==> config.mk <==
export PLATFORM = sky130hd
export DESIGN_NAME = load_store_unit_flat
export DESIGN_NICKNAME = d
export VERILOG_FILES = /design/src/rtl/load_store_unit_pkg.sv /design/src/rtl/load_store_unit_if.sv /design/src/rtl/load_store_unit_load_align.sv /design/src/rtl/load_store_unit.sv /design/src/flat_wrapper.sv
export SDC_FILE = /design/constraint.sdc
export NUM_CORES = 1
export LEC_CHECK = 0
export CAP_MARGIN = 0
export CORE_ASPECT_RATIO = 1.75
export CORE_MARGIN = 3
export CORE_UTILIZATION = 46
export DETAILED_ROUTE_END_ITERATION = 10
export PLACE_DENSITY_LB_ADDON = 0.08
export SYNTH_ARGS = -nofsm -noshare
export SYNTH_HDL_FRONTEND = slang
export SYNTH_HIERARCHICAL = 1
export SYNTH_SLANG_ARGS = --single-unit
==> constraint.sdc <==
create_clock -name clk -period 3.2 [get_ports clk]
set_input_delay 0.64 -clock clk [delete_from_list [all_inputs] [get_ports clk]]
set_output_delay 0.64 -clock clk [all_outputs]
set_load 0.01 [all_outputs]
==> src/rtl/load_store_unit_pkg.sv <==
// rtl/load_store_unit_pkg.sv - shared size/exception codes, FSM encoding, alignment helper
package load_store_unit_pkg;

  localparam logic [1:0] SZ_BYTE  = 2'd0;
  localparam logic [1:0] SZ_HALF  = 2'd1;
  localparam logic [1:0] SZ_WORD  = 2'd2;
  localparam logic [1:0] SZ_DWORD = 2'd3;

  localparam logic [1:0] EXC_NONE = 2'd0;
  localparam logic [1:0] EXC_ADEL = 2'd1;
  localparam logic [1:0] EXC_ADES = 2'd2;

  typedef enum logic [1:0] {
    ST_IDLE = 2'd0,
    ST_BUS  = 2'd1,
    ST_RESP = 2'd2
  } lsu_state_e;

  // A dword access can never be aligned on a 32-bit bus.
  function automatic logic is_misaligned(input logic [2:0] addr_lo, input logic [1:0] size,
                                         input int dw);
    logic mis;
    mis = 1'b0;
    case (size)
      SZ_BYTE:  mis = 1'b0;
      SZ_HALF:  mis = addr_lo[0];
      SZ_WORD:  mis = |addr_lo[1:0];
      SZ_DWORD: mis = (dw == 32) || (|addr_lo);
      default:  mis = 1'b1;
    endcase
    return mis;
  endfunction

endpackage

==> src/rtl/load_store_unit_if.sv <==
// rtl/load_store_unit_if.sv - core request/response and memory bus signals of the load/store unit
interface load_store_unit_if #(
  parameter int DW = 32,
  parameter int AW = 32
);
  logic          req_valid;
  logic          req_ready;
  logic          req_we;
  logic [1:0]    req_size;
  logic          req_signed;
  logic [AW-1:0] req_addr;
  logic [DW-1:0] req_wdata;
  logic          flush;

  logic            mem_req;
  logic            mem_we;
  logic [AW-1:0]   mem_addr;
  logic [DW/8-1:0] mem_be;
  logic [DW-1:0]   mem_wdata;
  logic            mem_ack;
  logic [DW-1:0]   mem_rdata;

  logic          rsp_valid;
  logic [DW-1:0] rsp_rdata;
  logic [1:0]    rsp_exc;

  modport slave (
    input  req_valid, req_we, req_size, req_signed, req_addr, req_wdata, flush,
    input  mem_ack, mem_rdata,
    output req_ready, mem_req, mem_we, mem_addr, mem_be, mem_wdata,
    output rsp_valid, rsp_rdata, rsp_exc
  );

  modport master (
    output req_valid, req_we, req_size, req_signed, req_addr, req_wdata, flush,
    output mem_ack, mem_rdata,
    input  req_ready, mem_req, mem_we, mem_addr, mem_be, mem_wdata,
    input  rsp_valid, rsp_rdata, rsp_exc
  );
endinterface

==> src/rtl/load_store_unit_load_align.sv <==
// rtl/load_store_unit_load_align.sv - extracts the addressed bytes of a bus word and sign/zero-extends them
module load_align #(
  parameter int DW = 32
) (
  input  logic [DW-1:0]           i_rdata,
  input  logic [$clog2(DW/8)-1:0] i_offset,
  input  logic [1:0]              i_size,
  input  logic                    i_signed,
  output logic [DW-1:0]           o_data
);
  logic [DW-1:0] w_shift;
  logic          w_fill;
  int            w_nbits;

  always_comb begin
    w_shift = i_rdata >> {i_offset, 3'b000};
    w_nbits = 8 << i_size;
    case (i_size)
      2'd0:    w_fill = i_signed & w_shift[7];
      2'd1:    w_fill = i_signed & w_shift[15];
      2'd2:    w_fill = i_signed & w_shift[31];
      default: w_fill = i_signed & w_shift[DW-1];
    endcase
    // A full-width access keeps every bit, so the fill never lands.
    o_data = '0;
    for (int i = 0; i < DW; i++) begin
      o_data[i] = (i < w_nbits) ? w_shift[i] : w_fill;
    end
  end
endmodule

==> src/rtl/load_store_unit.sv <==
// rtl/load_store_unit.sv - single-outstanding load/store unit: alignment check, lane steering, flush kill
module load_store_unit
  import load_store_unit_pkg::*;
#(
  parameter int DW = 32,
  parameter int AW = 32
) (
  input logic              clk,
  input logic              reset,
  load_store_unit_if.slave bus
);
  localparam int NB = DW / 8;
  localparam int OW = $clog2(NB);

  lsu_state_e    r_state;
  lsu_state_e    w_next;
  logic          r_we;
  logic          r_signed;
  logic          r_kill;
  logic [1:0]    r_size;
  logic [1:0]    r_exc;
  logic [AW-1:0] r_addr;
  logic [DW-1:0] r_wdata;
  logic [DW-1:0] r_rdata;

  logic          w_accept;
  logic          w_mis;
  logic [OW-1:0] w_off;
  logic [3:0]    w_nbytes;
  logic [NB-1:0] w_be;
  logic [DW-1:0] w_wmask;
  logic [DW-1:0] w_wdata;
  logic [DW-1:0] w_load;

  assign w_accept = bus.req_valid && (r_state == ST_IDLE);
  assign w_mis    = is_misaligned(bus.req_addr[2:0], bus.req_size, DW);
  assign w_off    = r_addr[OW-1:0];
  assign w_nbytes = 4'd1 << r_size;

  always_comb begin
    w_be    = '0;
    w_wmask = '0;
    for (int i = 0; i < NB; i++) begin
      w_be[i] = (i >= int'(w_off)) && (i < int'(w_off) + int'(w_nbytes));
      w_wmask[8*i +: 8] = (i < int'(w_nbytes)) ? 8'hFF : 8'h00;
    end
  end

  assign w_wdata = (r_wdata & w_wmask) << {w_off, 3'b000};

  load_align #(.DW(DW)) u_load_align (
    .i_rdata  (bus.mem_rdata),
    .i_offset (w_off),
    .i_size   (r_size),
    .i_signed (r_signed),
    .o_data   (w_load)
  );

  always_ff @(posedge clk or negedge reset) begin
    if (!reset) r_state <= ST_IDLE;
    else        r_state <= w_next;
  end

  always_comb begin
    w_next        = r_state;
    bus.req_ready = 1'b0;
    bus.mem_req   = 1'b0;
    bus.mem_we    = 1'b0;
    bus.mem_addr  = '0;
    bus.mem_be    = '0;
    bus.mem_wdata = '0;
    bus.rsp_valid = 1'b0;
    bus.rsp_rdata = '0;
    bus.rsp_exc   = EXC_NONE;
    case (r_state)
      ST_IDLE: begin
        bus.req_ready = 1'b1;
        if (w_accept) w_next = w_mis ? ST_RESP : ST_BUS;
      end
      ST_BUS: begin
        bus.mem_req   = 1'b1;
        bus.mem_we    = r_we;
        bus.mem_addr  = {r_addr[AW-1:OW], {OW{1'b0}}};
        bus.mem_be    = w_be;
        bus.mem_wdata = r_we ? w_wdata : '0;
        if (bus.mem_ack) w_next = ST_RESP;
      end
      ST_RESP: begin
        if (!r_kill) begin
          bus.rsp_valid = 1'b1;
          bus.rsp_rdata = r_rdata;
          bus.rsp_exc   = r_exc;
        end
        w_next = ST_IDLE;
      end
      default: w_next = ST_IDLE;
    endcase
  end

  always_ff @(posedge clk or negedge reset) begin
    if (!reset) begin
      r_we     <= 1'b0;
      r_signed <= 1'b0;
      r_kill   <= 1'b0;
      r_size   <= SZ_BYTE;
      r_exc    <= EXC_NONE;
      r_addr   <= '0;
      r_wdata  <= '0;
      r_rdata  <= '0;
    end else if (w_accept) begin
      r_we     <= bus.req_we;
      r_signed <= bus.req_signed;
      r_kill   <= bus.flush;
      r_size   <= bus.req_size;
      r_addr   <= bus.req_addr;
      r_wdata  <= bus.req_wdata;
      r_rdata  <= '0;
      r_exc    <= !w_mis ? EXC_NONE : (bus.req_we ? EXC_ADES : EXC_ADEL);
    end else if (r_state == ST_BUS) begin
      // The access still runs to ack after a flush; only the response is suppressed.
      if (bus.flush) r_kill <= 1'b1;
      if (bus.mem_ack && !r_we) r_rdata <= w_load;
    end
  end
endmodule

==> src/flat_wrapper.sv <==
// flat-port wrapper written by rule: the top's interface ports become plain ports
module load_store_unit_flat import load_store_unit_pkg::*;
#(
  parameter int DW = 32,
  parameter int AW = 32
)
  (clk, reset, bus_req_valid, bus_req_we, bus_req_size, bus_req_signed, bus_req_addr, bus_req_wdata, bus_flush, bus_mem_ack, bus_mem_rdata, bus_req_ready, bus_mem_req, bus_mem_we, bus_mem_addr, bus_mem_be, bus_mem_wdata, bus_rsp_valid, bus_rsp_rdata, bus_rsp_exc);
  load_store_unit_if #(.DW(DW), .AW(AW)) bus_i ();
  input logic clk;
  input logic reset;
  input wire logic [$bits(bus_i.req_valid)-1:0] bus_req_valid;
  input wire logic [$bits(bus_i.req_we)-1:0] bus_req_we;
  input wire logic [$bits(bus_i.req_size)-1:0] bus_req_size;
  input wire logic [$bits(bus_i.req_signed)-1:0] bus_req_signed;
  input wire logic [$bits(bus_i.req_addr)-1:0] bus_req_addr;
  input wire logic [$bits(bus_i.req_wdata)-1:0] bus_req_wdata;
  input wire logic [$bits(bus_i.flush)-1:0] bus_flush;
  input wire logic [$bits(bus_i.mem_ack)-1:0] bus_mem_ack;
  input wire logic [$bits(bus_i.mem_rdata)-1:0] bus_mem_rdata;
  output wire logic [$bits(bus_i.req_ready)-1:0] bus_req_ready;
  output wire logic [$bits(bus_i.mem_req)-1:0] bus_mem_req;
  output wire logic [$bits(bus_i.mem_we)-1:0] bus_mem_we;
  output wire logic [$bits(bus_i.mem_addr)-1:0] bus_mem_addr;
  output wire logic [$bits(bus_i.mem_be)-1:0] bus_mem_be;
  output wire logic [$bits(bus_i.mem_wdata)-1:0] bus_mem_wdata;
  output wire logic [$bits(bus_i.rsp_valid)-1:0] bus_rsp_valid;
  output wire logic [$bits(bus_i.rsp_rdata)-1:0] bus_rsp_rdata;
  output wire logic [$bits(bus_i.rsp_exc)-1:0] bus_rsp_exc;
  assign bus_i.req_valid = bus_req_valid;
  assign bus_i.req_we = bus_req_we;
  assign bus_i.req_size = bus_req_size;
  assign bus_i.req_signed = bus_req_signed;
  assign bus_i.req_addr = bus_req_addr;
  assign bus_i.req_wdata = bus_req_wdata;
  assign bus_i.flush = bus_flush;
  assign bus_i.mem_ack = bus_mem_ack;
  assign bus_i.mem_rdata = bus_mem_rdata;
  assign bus_req_ready = bus_i.req_ready;
  assign bus_mem_req = bus_i.mem_req;
  assign bus_mem_we = bus_i.mem_we;
  assign bus_mem_addr = bus_i.mem_addr;
  assign bus_mem_be = bus_i.mem_be;
  assign bus_mem_wdata = bus_i.mem_wdata;
  assign bus_rsp_valid = bus_i.rsp_valid;
  assign bus_rsp_rdata = bus_i.rsp_rdata;
  assign bus_rsp_exc = bus_i.rsp_exc;
  load_store_unit #(.DW(DW), .AW(AW)) u_core (.clk(clk), .reset(reset), .bus(bus_i));
endmodule
* Word level (Yosys, flattened, before mapping)
Index checks and enable logic that the tools add are counted.
** Operators by class
- Reductions and logical operators :: 16
- Mux-type cells :: 63
- Equality and inequality tests :: 8
- Add/sub/neg operators :: 1
- Bitwise gates (word level) :: 4
- $lt $le $gt $ge :: 43
- Shift operators :: 4
** Operator list (number)
- less-than comparator 6 x 32 -> 1 bit, first input constant :: 16
- less-than comparator 5 x 32 -> 1 bit, first input constant :: 8
- 2-to-1 mux 32 bit :: 8
- less-than comparator 3 x 32 -> 1 bit, first input constant :: 4
- less-than comparator 4 x 32 -> 1 bit, first input constant :: 4
- less-than comparator 1 x 32 -> 1 bit, first input constant :: 2
- less-than comparator 2 x 32 -> 1 bit, first input constant :: 2
- 2-to-1 mux 1 bit :: 40
- AND 32 bit :: 1
- 2-to-1 mux 8 bit :: 4
- left shift 32 x 5 -> 32 bit :: 1
- left shift 4 x 2 -> 32 bit, first input constant :: 1
- right shift 32 x 5 -> 32 bit :: 1
- 2-to-1 mux 2 bit :: 7
- less-than comparator 1 x 4 -> 1 bit, first input constant :: 2
- less-than comparator 2 x 4 -> 1 bit, first input constant :: 2
- equality test 2 x 1 -> 1 bit, second input constant :: 3
- equality test 2 bit, second input constant :: 3
- logical NOT 2 bit :: 3
- AND reduction 2 bit :: 3
- nonzero test 2 bit :: 3
- adder 2 x 4 -> 5 bit :: 1
- logical AND 1 bit :: 5
- greater-or-equal comparator 1 x 2 -> 1 bit, first input constant :: 2
- other kinds (11) :: 13
** Storage, ports and cells
- Logic and storage cells :: 148
- Output and inout port bits :: 106
- Register bits :: 105
- Input bits :: 105

* Longest topological paths before layout
Gate-level depths: netlist (run 1).
- Depth in word-level cells :: 7
- Gate-level depth with buffers :: 10
- Mapped depth without buffers :: 8

* Hierarchy
Netlist (run 1), hierarchy kept.
** Modules (own cells, without submodules)
- load_store_unit :: cells each 601, times used 1, area each 5134.9 µm², sequential area each 2627.5 µm²
- load_align :: cells each 116, times used 1, area each 755.7 µm², sequential area each 0.0 µm²

* Least setup slack after synthesis (run 1)
No wires, ideal clock.
- Path kind :: register to output
- Start :: reg u_core.r_size[1]
- End :: out bus_mem_be[1]
- Slack :: 69 ps
- Buffers on the path :: 2
- Stages on the path, launching flop included :: 11
- Arrival :: 2491 ps
- Required time :: 2560 ps
- Cell sequence :: dfrtp_1 or2_2 buf_2 clkbuf_1 inv_1 ha_1 inv_1 fa_1 nor2b_1 a31o_2 a211oi_1
** Between the ends
- Longest elaborated chain between the ends :: 5
** RTL lines
- start, declared :: line load_store_unit.sv:20 : logic [1:0] r_size;
- start signal, assigned :: line load_store_unit.sv:114 : r_size <= bus.req_size;
- left shift 1 x 2 -> 4 bit :: line load_store_unit.sv:38 : assign w_nbytes = 4'd1 << r_size;
- adder 2 x 4 -> 5 bit :: line load_store_unit.sv:44 : w_be[i] = (i >= int'(w_off)) && (i < int'(w_off) + int'(w_nbytes));
- less-than comparator 2 x 32 -> 1 bit :: line load_store_unit.sv:44
- logical AND 1 bit :: line load_store_unit.sv:44
- 2-to-1 mux 4 bit :: line load_store_unit.sv:75 : case (r_state)
- end, declared :: line flat_wrapper.sv:24 : output wire logic [$bits(bus_i.mem_be)-1:0] bus_mem_be;
No other way between the ends.

* Final worst setup path (run 1)
Same ends and word-level chain as after synthesis.

==> results of run 1 <==
-- per-layer routing --
layer	part of all wire, %	wire [µm]	GRT usage (%)	vias to the layer above
met4	3.4	621	11.2	0
met2	56	10200	48.1	220
met1	35	6400	26.6	2802
met5	0	0	0	-
met3	5.4	988	4.54	39
li1	-	-	-	2754
-- synth_stat cells (3+ instances only) --
library cell / n
a22o_1: 19
clkbuf_1: 26
nor3_1: 6
and2_1: 80
o22ai_1: 8
dfrtp_1: 105
a221oi_1: 9
a21oi_1: 28
buf_4: 3
buf_2: 20
inv_1: 7
mux2i_1: 17
mux2_2: 14
nand2b_1: 3
nand2_1: 268
a211oi_1: 10
nor2b_1: 6
a31oi_1: 11
o21ai_0: 11
nor2_1: 24
nor4_1: 5
-- final cells by class --
class / instances / area, µm²
clock buffer: 9 / 225
clock inverter: 7 / 58.8
fill: 1048 / 4040
inverter: 10 / 37.5
multi-input combinational: 553 / 3060
sequential: 105 / 2630
tap: 168 / 210
timing repair buffer: 230 / 2250
-- power groups by stage --
stage	sequential (W)	clock [W]	combinational, W
after global placement	0.00190	0	0.00193
final	0.00190	0.00106	0.00203
after CTS	0.00190	0.00109	0.00200
after floorplan	0.00186	0	0.00129
after global routing	0.00194	0.00114	0.00224
after detailed placement	0.00192	0	0.00199
-- sequential cells by signal, indices dropped and copies added, names as in the netlist --
signal	count
u_core/r_addr	32
u_core/r_exc	2
u_core/r_kill	1
u_core/r_rdata	32
u_core/r_signed	1
u_core/r_size	2
u_core/r_state	2
u_core/r_wdata	32
u_core/r_we	1
-- final timing paths --
check	end	start	slack [ps]
max	bus_mem_be[1]	u_core/r_size[1]	110
min	u_core/r_rdata[3]	reset	330
max reg2reg	u_core/r_rdata[14]	u_core/r_addr[0]	1090
min reg2reg	u_core/r_addr[12]	u_core/r_addr[12]	470
max in group asynchronous	u_core/r_addr[27]	reset	2110
min in group clk	u_core/r_addr[12]	u_core/r_addr[12]	470
-- stage by stage --
| step | total power (W) | std cells | hold WS (ps) | utilization, % |
|---|---|---|---|---|
| after CTS | 0.00499 | 1080 | 351 | 67.4 |
| final | 0.00499 | 1082 | 326 | 67.7 |
| after global routing | 0.00532 | 1082 | 379 | 67.7 |
| after detailed placement | 0.00391 | 1064 | 455 | 65.1 |
| after global placement | 0.00383 | 1064 | 451 | 65.1 |
| after floorplan | 0.00315 | 718 | 344 | - |
-- cells by family after synthesis --
logic type	after synthesis	share of synthesized area (%)
xor gates and xnor gates	1	0.149
muxes	31	5.56
AOI/OAI and AO/OA	106	12.3
and+or+nand+nor	410	32.0
adders and majority gates	3	0.765
other	1	0.0637
buffers and inverters	60	4.57
DFF	105	44.6
-- worst register-to-register path, stage by stage, from the launching register on --
cell and delay (ps):
dfrtp_2 380, buf_6 390, clkinv_1 420, nor2_2 390, a221oi_1 140, nor2_1 170, a22o_1 160
-- timing repair --
| item | in CTS | in global routing |
|---|---|---|
| setup endpoints to repair | 3 | 16 |
| pin swaps | 0 | 3 |
| resized for setup | 9 | 12 |
| hold endpoints to repair | 0 | 0 |
| setup buffers | 0 | 2 |
==> results.sh, run 1 <==
export IMPL_outcome="finished clean"
export IMPL_slew_violations=0
export IMPL_cp_data_arrival_time_ps=2450
export IMPL_yosysSeqAreaShare_pct=44.6
export IMPL_path_clk_slew_ps=80
export IMPL_yosysTopAreaCellShare_pct=44.6
export IMPL_dr_first_iter_drc_count=303
export IMPL_ys_ff_latch=105
export IMPL_grt_max_degree=87
export IMPL_fin_skew_ps=9.15
export IMPL_grt_pass1_vias=5810
export IMPL_fin_ws_ps=111
export IMPL_path_cells="or2_2 -> inv_1 -> ha_2 -> inv_1 -> fa_2 -> buf_4 -> nor3_2 -> a31o_2 -> a211oi_2 -> buf_2"
export IMPL_cts_hold_fix_buffers=0
export IMPL_final_common_cell="nand2_1"
export IMPL_worstPathMaxFanout=3
export IMPL_die_width_um=91.5
export IMPL_tightest_slew_ps=810
export IMPL_synthesis_instances=717
export IMPL_slowest_stage="dfrtp_1"
export IMPL_fin_area_mm2=0.00846
export IMPL_drc=0
export IMPL_setup_tns_ps=0
export IMPL_drtPass1Iterations=5
export IMPL_ys_types=50
export IMPL_grt_pass1_wl_um=28800
export IMPL_cp_start_kind="flop"
export IMPL_final_layout_size_suffix_gt1_share_pct=8.75
export IMPL_syn_area_per_cell_um2=8.22
export IMPL_gr_total_overflow=0
export IMPL_fin_crit_ps=3090
export IMPL_max_vdd_ir_drop_mv=0.285
export IMPL_power_leakage_nw=3.87
export IMPL_wl_per_cell_um=16.9
export IMPL_numClockSinks=105
export IMPL_path_common_cell="inv_1"
export IMPL_path_class="flop to output port"
export IMPL_grt_setup_unrepaired="yes"
export IMPL_gp_congestion=0.915
export IMPL_period_share_pct=96.5
export IMPL_synth_edf_count=0
export IMPL_switching_power_w=0.00190
export IMPL_ioPinCount=211
export IMPL_yosys_most_used_dff="dfrtp_1"
export IMPL_final_cell_mix="nand2_1, clkdlybuf4s50_1, dfrtp_1, and2_1, a21oi_1"
export IMPL_dp_hpwl_um=13800
export IMPL_num_antenna_cells=0
export IMPL_r2r_cells=6
export IMPL_cpPeakStageDelay_ps=380
export IMPL_placementRows=54
export IMPL_fmax_mhz=324
export IMPL_cap_violations=0
export IMPL_slew_headroom_pct=46.0
export IMPL_cts_made_buffers=9
export IMPL_cts_root_buf="clkbuf_16"
export IMPL_netlist_area_mm2=0.00589
export IMPL_async_flop_share_pct=100
export IMPL_hold_viol_final=0
export IMPL_cp_end_kind="output port"
export IMPL_synthTopCellsByArea="dfrtp_1, nand2_1, and2_1, mux2i_1, a22o_1"
export IMPL_cp_num_cells=10
export IMPL_path_buf_inv=4
export IMPL_pwr_share_clk_pct=21.3
export IMPL_combPwrFrac_pct=40.6
export IMPL_ctsHtreeMaxLevel=3
export IMPL_drtAntennaViolNets=0
export IMPL_cts_tree="done"
export IMPL_die_y_um=156
export IMPL_clockBufferDepth=2
export IMPL_start_util_pct=47.1
export IMPL_antenna_found_initial=0
export IMPL_powerDensity_mw_per_mm2=590
export IMPL_hp_class="input port to asynchronous set/reset pin"
export IMPL_viasPerCell=5.37
export IMPL_pre_cts_ws_ps=-38.4
export IMPL_track_usage_pct=25.2
export IMPL_dpl_cell_area_mm2=0.00814
export IMPL_dieArea_mm2=0.0143
export IMPL_pwr_share_seq_pct=38.1
export IMPL_io_buffers=208
export IMPL_core_area_mm2=0.0125
export IMPL_areaGrowthSynthToFinish_pct=43.6
export IMPL_ys_warn_count=6
export IMPL_nNetsFinal=1017
export IMPL_cp_top_family="adder cells"
export IMPL_vias=5815
export IMPL_swShare_pct=38.0
export IMPL_worstSkewPairLatency_ps=340
export IMPL_required_ps=2560
export IMPL_yosys_area_top_type="dfrtp_1"
export IMPL_setup_viol=0
export IMPL_p_int_w=0.00310
export IMPL_wl_um=18200
No activity file was read; power rests on OpenSTA's default activity.
==> run 2: changes to the inputs <==
Settings changed: GPL_TIMING_DRIVEN set to 0.
==> results.sh, run 2 (synthesized netlist as in run 1, its figures left out) <==
export IMPL_fillers=1071
export IMPL_cap_violations=0
export IMPL_dieArea_mm2=0.0143
export IMPL_start_util_pct=47.1
export IMPL_num_antenna_cells=0
export IMPL_cts_tree="done"
export IMPL_cts_root_buf="clkbuf_16"
export IMPL_max_vdd_ir_drop_mv=0.455
export IMPL_wl_um=19500
export IMPL_powerDensity_mw_per_mm2=594
export IMPL_io_buffers=208
export IMPL_areaGrowthSynthToFinish_pct=46.0
export IMPL_hp_class="input port to asynchronous set/reset pin"
export IMPL_required_ps=2560
export IMPL_core_area_mm2=0.0125
export IMPL_dr_first_iter_drc_count=254
export IMPL_antenna_found_initial=0
export IMPL_final_util_pct=68.8
export IMPL_final_common_cell="nand2_1"
export IMPL_worstSkewPairLatency_ps=350
export IMPL_outcome="finished clean"
export IMPL_fin_hold_ws_ps=235
export IMPL_setup_viol=0
export IMPL_cp_data_arrival_time_ps=2470
export IMPL_placementRows=54
export IMPL_drtPass1Iterations=5
export IMPL_grt_setup_unrepaired="no"
export IMPL_r2r_slack_ps=1230
export IMPL_cp_start_kind="flop"
export IMPL_drtAntennaViolNets=0
export IMPL_grt_max_degree=73
export IMPL_ioPinCount=211
export IMPL_seq_area_mm2=0.00263
export IMPL_wl_per_cell_um=17.5
export IMPL_slew_violations=0
export IMPL_worstPathMaxFanout=4
export IMPL_power_leakage_nw=3.94
export IMPL_final_cell_mix="nand2_1, clkdlybuf4s50_1, dfrtp_1, and2_1, a21oi_1"
export IMPL_tightest_slew_ps=536
export IMPL_fin_crit_ps=3110
export IMPL_gr_total_overflow=0
export IMPL_cp_end_kind="output port"
export IMPL_gp_congestion=0.926
export IMPL_cts_made_buffers=9
export IMPL_multi_input_area_mm2=0.00308
export IMPL_drc=0
export IMPL_fin_skew_ps=5.56
export IMPL_numClockSinks=105
export IMPL_viasPerCell=5.33
export IMPL_top_regs="u_core/r_addr (32), u_core/r_rdata (32), u_core/r_wdata (32)"
export IMPL_period_share_pct=97.3
export IMPL_r2r_cells=5
export IMPL_vias=5937
export IMPL_dp_hpwl_um=15000
export IMPL_nNetsFinal=1049
export IMPL_path_clk_slew_ps=70
export IMPL_hold_viol_final=0
export IMPL_r2r_start="u_core/r_addr[1]"
export IMPL_slew_headroom_pct=64.3
export IMPL_fmax_mhz=321
export IMPL_final_layout_size_suffix_gt1_share_pct=10.1
export IMPL_grt_pass1_wl_um=30600
export IMPL_grt_pass1_vias=6081
export IMPL_ctsHtreeMaxLevel=3
export IMPL_clockBufferDepth=2
export IMPL_die_width_um=91.5
export IMPL_path_class="flop to output port"
export IMPL_track_usage_pct=27.2
export IMPL_die_y_um=156
export IMPL_r2r_end="u_core/r_rdata[14]"
-- run 2: area by class of cell --
cell class / count / share of cell area (%)
inverters: 10 / 0.466
well taps: 168 / 2.44
clock inverters: 6 / 0.553
plain buffers: 48 / 2.68
repair buffers: 214 / 24.8
flip-flops and latches: 105 / 30.6
clock buffers: 10 / 2.66
multi-input cells: 553 / 35.8
-- run 2: how the worst max path moves through the flow --
stage,from,cells past startpoint,to
finish,u_core/r_size[1],9,bus_mem_be[1]
global route,u_core/r_state[1],5,bus_mem_wdata[19]
CTS,u_core/r_size[0],10,bus_mem_be[1]
detailed placement,u_core/r_size[1],11,bus_mem_be[1]
global placement,reset,1,u_core/r_wdata[13]
floorplan,u_core/r_size[1],10,bus_mem_be[1]
-- run 2: critical path, stage by stage (launching register included) --
cell      delay, ps
dfrtp_2         420
or2_4           270
inv_1            60
ha_2            170
inv_1            60
fa_2            390
nor2b_1         150
a31o_2          230
a211oi_2        210
buf_2           180
-- run 2: repair_timing --
item | 4_1_cts | 5_1_grt
resized for setup | 30 | 12
hold buffers | 0 | 0
pin swaps | 1 | 3
setup buffers | 3 | 2
setup endpoints to repair | 19 | 62
-- run 2: routing by layer --
layer | global-route usage (%) | vias to the layer above | routed length [µm]
met5 | 0 | - | 0
met4 | 11.0 | 0 | 652
met3 | 5.98 | 43 | 1170
met2 | 51.3 | 236 | 10900
met1 | 28.8 | 2845 | 6790
li1 | - | 2813 | -
-- run 2: metrics by stage --
step	TNS, ps	cell area [µm²]	std cells	power, W	worst slack [ps]
CTS	-20.5	8550	1113	0.00508	-20.5
global route	0	8600	1114	0.00541	4.05
detailed placement	-1770	8210	1095	0.00395	-678
global placement	-249390	8190	1094	0.00388	-2370
finish	0	8600	1114	0.00511	86.3
floorplan	0	5890	718	0.00315	68.7
-- run 2: power by group --
group	switching [W]	total, W	internal [W]
sequential	0.000264	0.00193	0.00166
combinational	0.00119	0.00211	0.000918
clock	0.000524	0.00106	0.000540
==> run 3: changes to the inputs <==
Settings changed: TNS_END_PERCENT set to 10.
==> results.sh, run 3 (synthesized netlist as in run 1, its figures left out) <==
export IMPL_cp_end_kind="output port"
export IMPL_fmax_mhz=316
export IMPL_p_int_w=0.00312
export IMPL_die_y_um=156
export IMPL_areaGrowthSynthToFinish_pct=45.6
export IMPL_final_cell_mix="nand2_1, clkdlybuf4s50_1, dfrtp_1, and2_1, a21oi_1"
export IMPL_slew_headroom_pct=59.6
export IMPL_hold_viol_final=0
export IMPL_die_width_um=91.5
export IMPL_drtPass1Iterations=5
export IMPL_cpPeakStageDelay_ps=410
export IMPL_final_common_cell="nand2_1"
export IMPL_grt_max_degree=73
export IMPL_slowest_stage="dfrtp_2"
export IMPL_final_cells=1114
export IMPL_path_class="flop to output port"
export IMPL_dp_hpwl_um=15000
export IMPL_top_usage_layer="met2"
export IMPL_max_vdd_ir_drop_mv=0.452
export IMPL_r2r_slack_ps=1080
export IMPL_switching_power_w=0.00197
export IMPL_wl_um=19400
export IMPL_cp_data_arrival_time_ps=2530
export IMPL_fin_crit_ps=3170
export IMPL_cts_made_buffers=9
export IMPL_path_clk_slew_ps=70
export IMPL_cts_hold_fix_buffers=0
export IMPL_nNetsFinal=1049
export IMPL_start_util_pct=47.1
export IMPL_grt_setup_unrepaired="yes"
export IMPL_top_regs="u_core/r_addr (32), u_core/r_rdata (32), u_core/r_wdata (32)"
export IMPL_swShare_pct=38.7
export IMPL_worstSkewPairLatency_ps=350
export IMPL_combPwrFrac_pct=41.3
export IMPL_placementRows=54
export IMPL_hp_class="input port to asynchronous set/reset pin"
export IMPL_path_common_cell="inv_1"
export IMPL_numClockSinks=105
export IMPL_period_share_pct=99.0
export IMPL_tightest_slew_ps=603
export IMPL_gr_total_overflow=0
export IMPL_path_cells="or2_4 -> buf_8 -> inv_1 -> ha_2 -> inv_1 -> fa_2 -> nor2b_1 -> a31o_2 -> a211oi_2 -> buf_2"
export IMPL_dr_first_iter_drc_count=245
export IMPL_r2r_end="u_core/r_rdata[14]"
export IMPL_slew_violations=0
export IMPL_vias=5938
export IMPL_use_met3_pct=5.98
export IMPL_ctsHtreeMaxLevel=3
export IMPL_antenna_found_initial=0
export IMPL_worstPathMaxFanout=10
export IMPL_cap_violations=0
export IMPL_wl_per_cell_um=17.5
export IMPL_cts_root_buf="clkbuf_16"
export IMPL_grtUsageMet2_pct=51.3
export IMPL_grt_pass1_wl_um=30600
export IMPL_viasPerCell=5.33
export IMPL_io_buffers=208
export IMPL_grt_pass1_vias=6081
export IMPL_drc=0
export IMPL_track_usage_pct=27.2
export IMPL_drtAntennaViolNets=0
export IMPL_pwr_share_clk_pct=20.9
export IMPL_num_antenna_cells=0
export IMPL_dp_cells=1095
export IMPL_final_layout_size_suffix_gt1_share_pct=9.83
export IMPL_cts_tree="done"
export IMPL_power_total_w=0.00509
export IMPL_r2r_cells=5
export IMPL_ioPinCount=211
export IMPL_gp_congestion=0.926
export IMPL_core_area_mm2=0.0125
export IMPL_cp_start_kind="flop"
export IMPL_clockBufferDepth=2
export IMPL_pwr_share_seq_pct=37.8
export IMPL_power_leakage_nw=3.94
export IMPL_setup_viol=0
export IMPL_dieArea_mm2=0.0143
export IMPL_met1_usage_pct=28.8
export IMPL_r2r_start="u_core/r_addr[1]"
export IMPL_fin_skew_ps=6.73
export IMPL_outcome="finished clean"
export IMPL_powerDensity_mw_per_mm2=594
export IMPL_required_ps=2560
-- run 3: worst max path at each step --
stage                           from                 end  slack, ps  cells past startpoint
finish              u_core/r_size[0]       bus_mem_be[1]         30                     10
global route        u_core/r_size[0]       bus_mem_be[1]        -50                     10
CTS                 u_core/r_size[0]       bus_mem_be[1]        -40                     10
detailed placement  u_core/r_size[1]       bus_mem_be[1]       -680                     11
global placement               reset  u_core/r_wdata[13]      -2370                      1
floorplan           u_core/r_size[1]       bus_mem_be[1]         70                     10
-- run 3: timing repair --
item / in CTS / in global routing
endpoints found under the hold margin: 0 / 0
buffers inserted: 3 / 1
gates resized for setup: 29 / 11
endpoints found under the setup margin: 19 / 55
pin swaps: 1 / 2
-- run 3: cell type report --
class / instances / area (µm²)
fill: 1074 / 3920
multi-input combinational: 553 / 3050
sequential: 105 / 2630
timing repair buffer: 213 / 2120
buffer: 49 / 246
clock buffer: 10 / 229
tap: 168 / 210
clock inverter: 6 / 47.5
inverter: 10 / 40.0
-- run 3: per-layer routing --
metal  share of wire (%)  vias to the layer above
met5                   0                        -
met4                 3.8                        0
met3                 6.1                       49
met2                  55                      236
met1                  35                     2831
li1                    -                     2822
-- run 3: power groups by stage --
stage	registers (W)	clock network, W	logic, W
final	0.00192	0.00106	0.00210
after global routing	0.00196	0.00114	0.00229
after CTS	0.00192	0.00109	0.00207
after detailed placement	0.00196	0	0.00199
after global placement	0.00195	0	0.00193
after floorplan	0.00186	0	0.00129
-- run 3: worst max-delay path, delay by kind of cell (launching register included) --
family,cells,cell delay (ps)
adders and majority gates,2,540
buffers and inverters,4,420
and+or+nand+nor,2,410
DFF,1,410
AOI/OAI and AO/OA,2,400
-- run 3: through the flow --
stage          hold WS, ps  TNS [ps]  worst slack [ps]  utilization (%)  instance area [µm²]
2_1_floorplan          344         0              68.7                -                 5890
3_3_place_gp           450   -249390             -2370             65.5                 8190
3_5_place_dp           459     -1770              -678             65.7                 8210
4_1_cts                238     -42.9             -42.9             68.4                 8550
5_1_grt                250      -573             -52.9             68.6                 8580
6_report               234         0              31.7             68.6                 8580
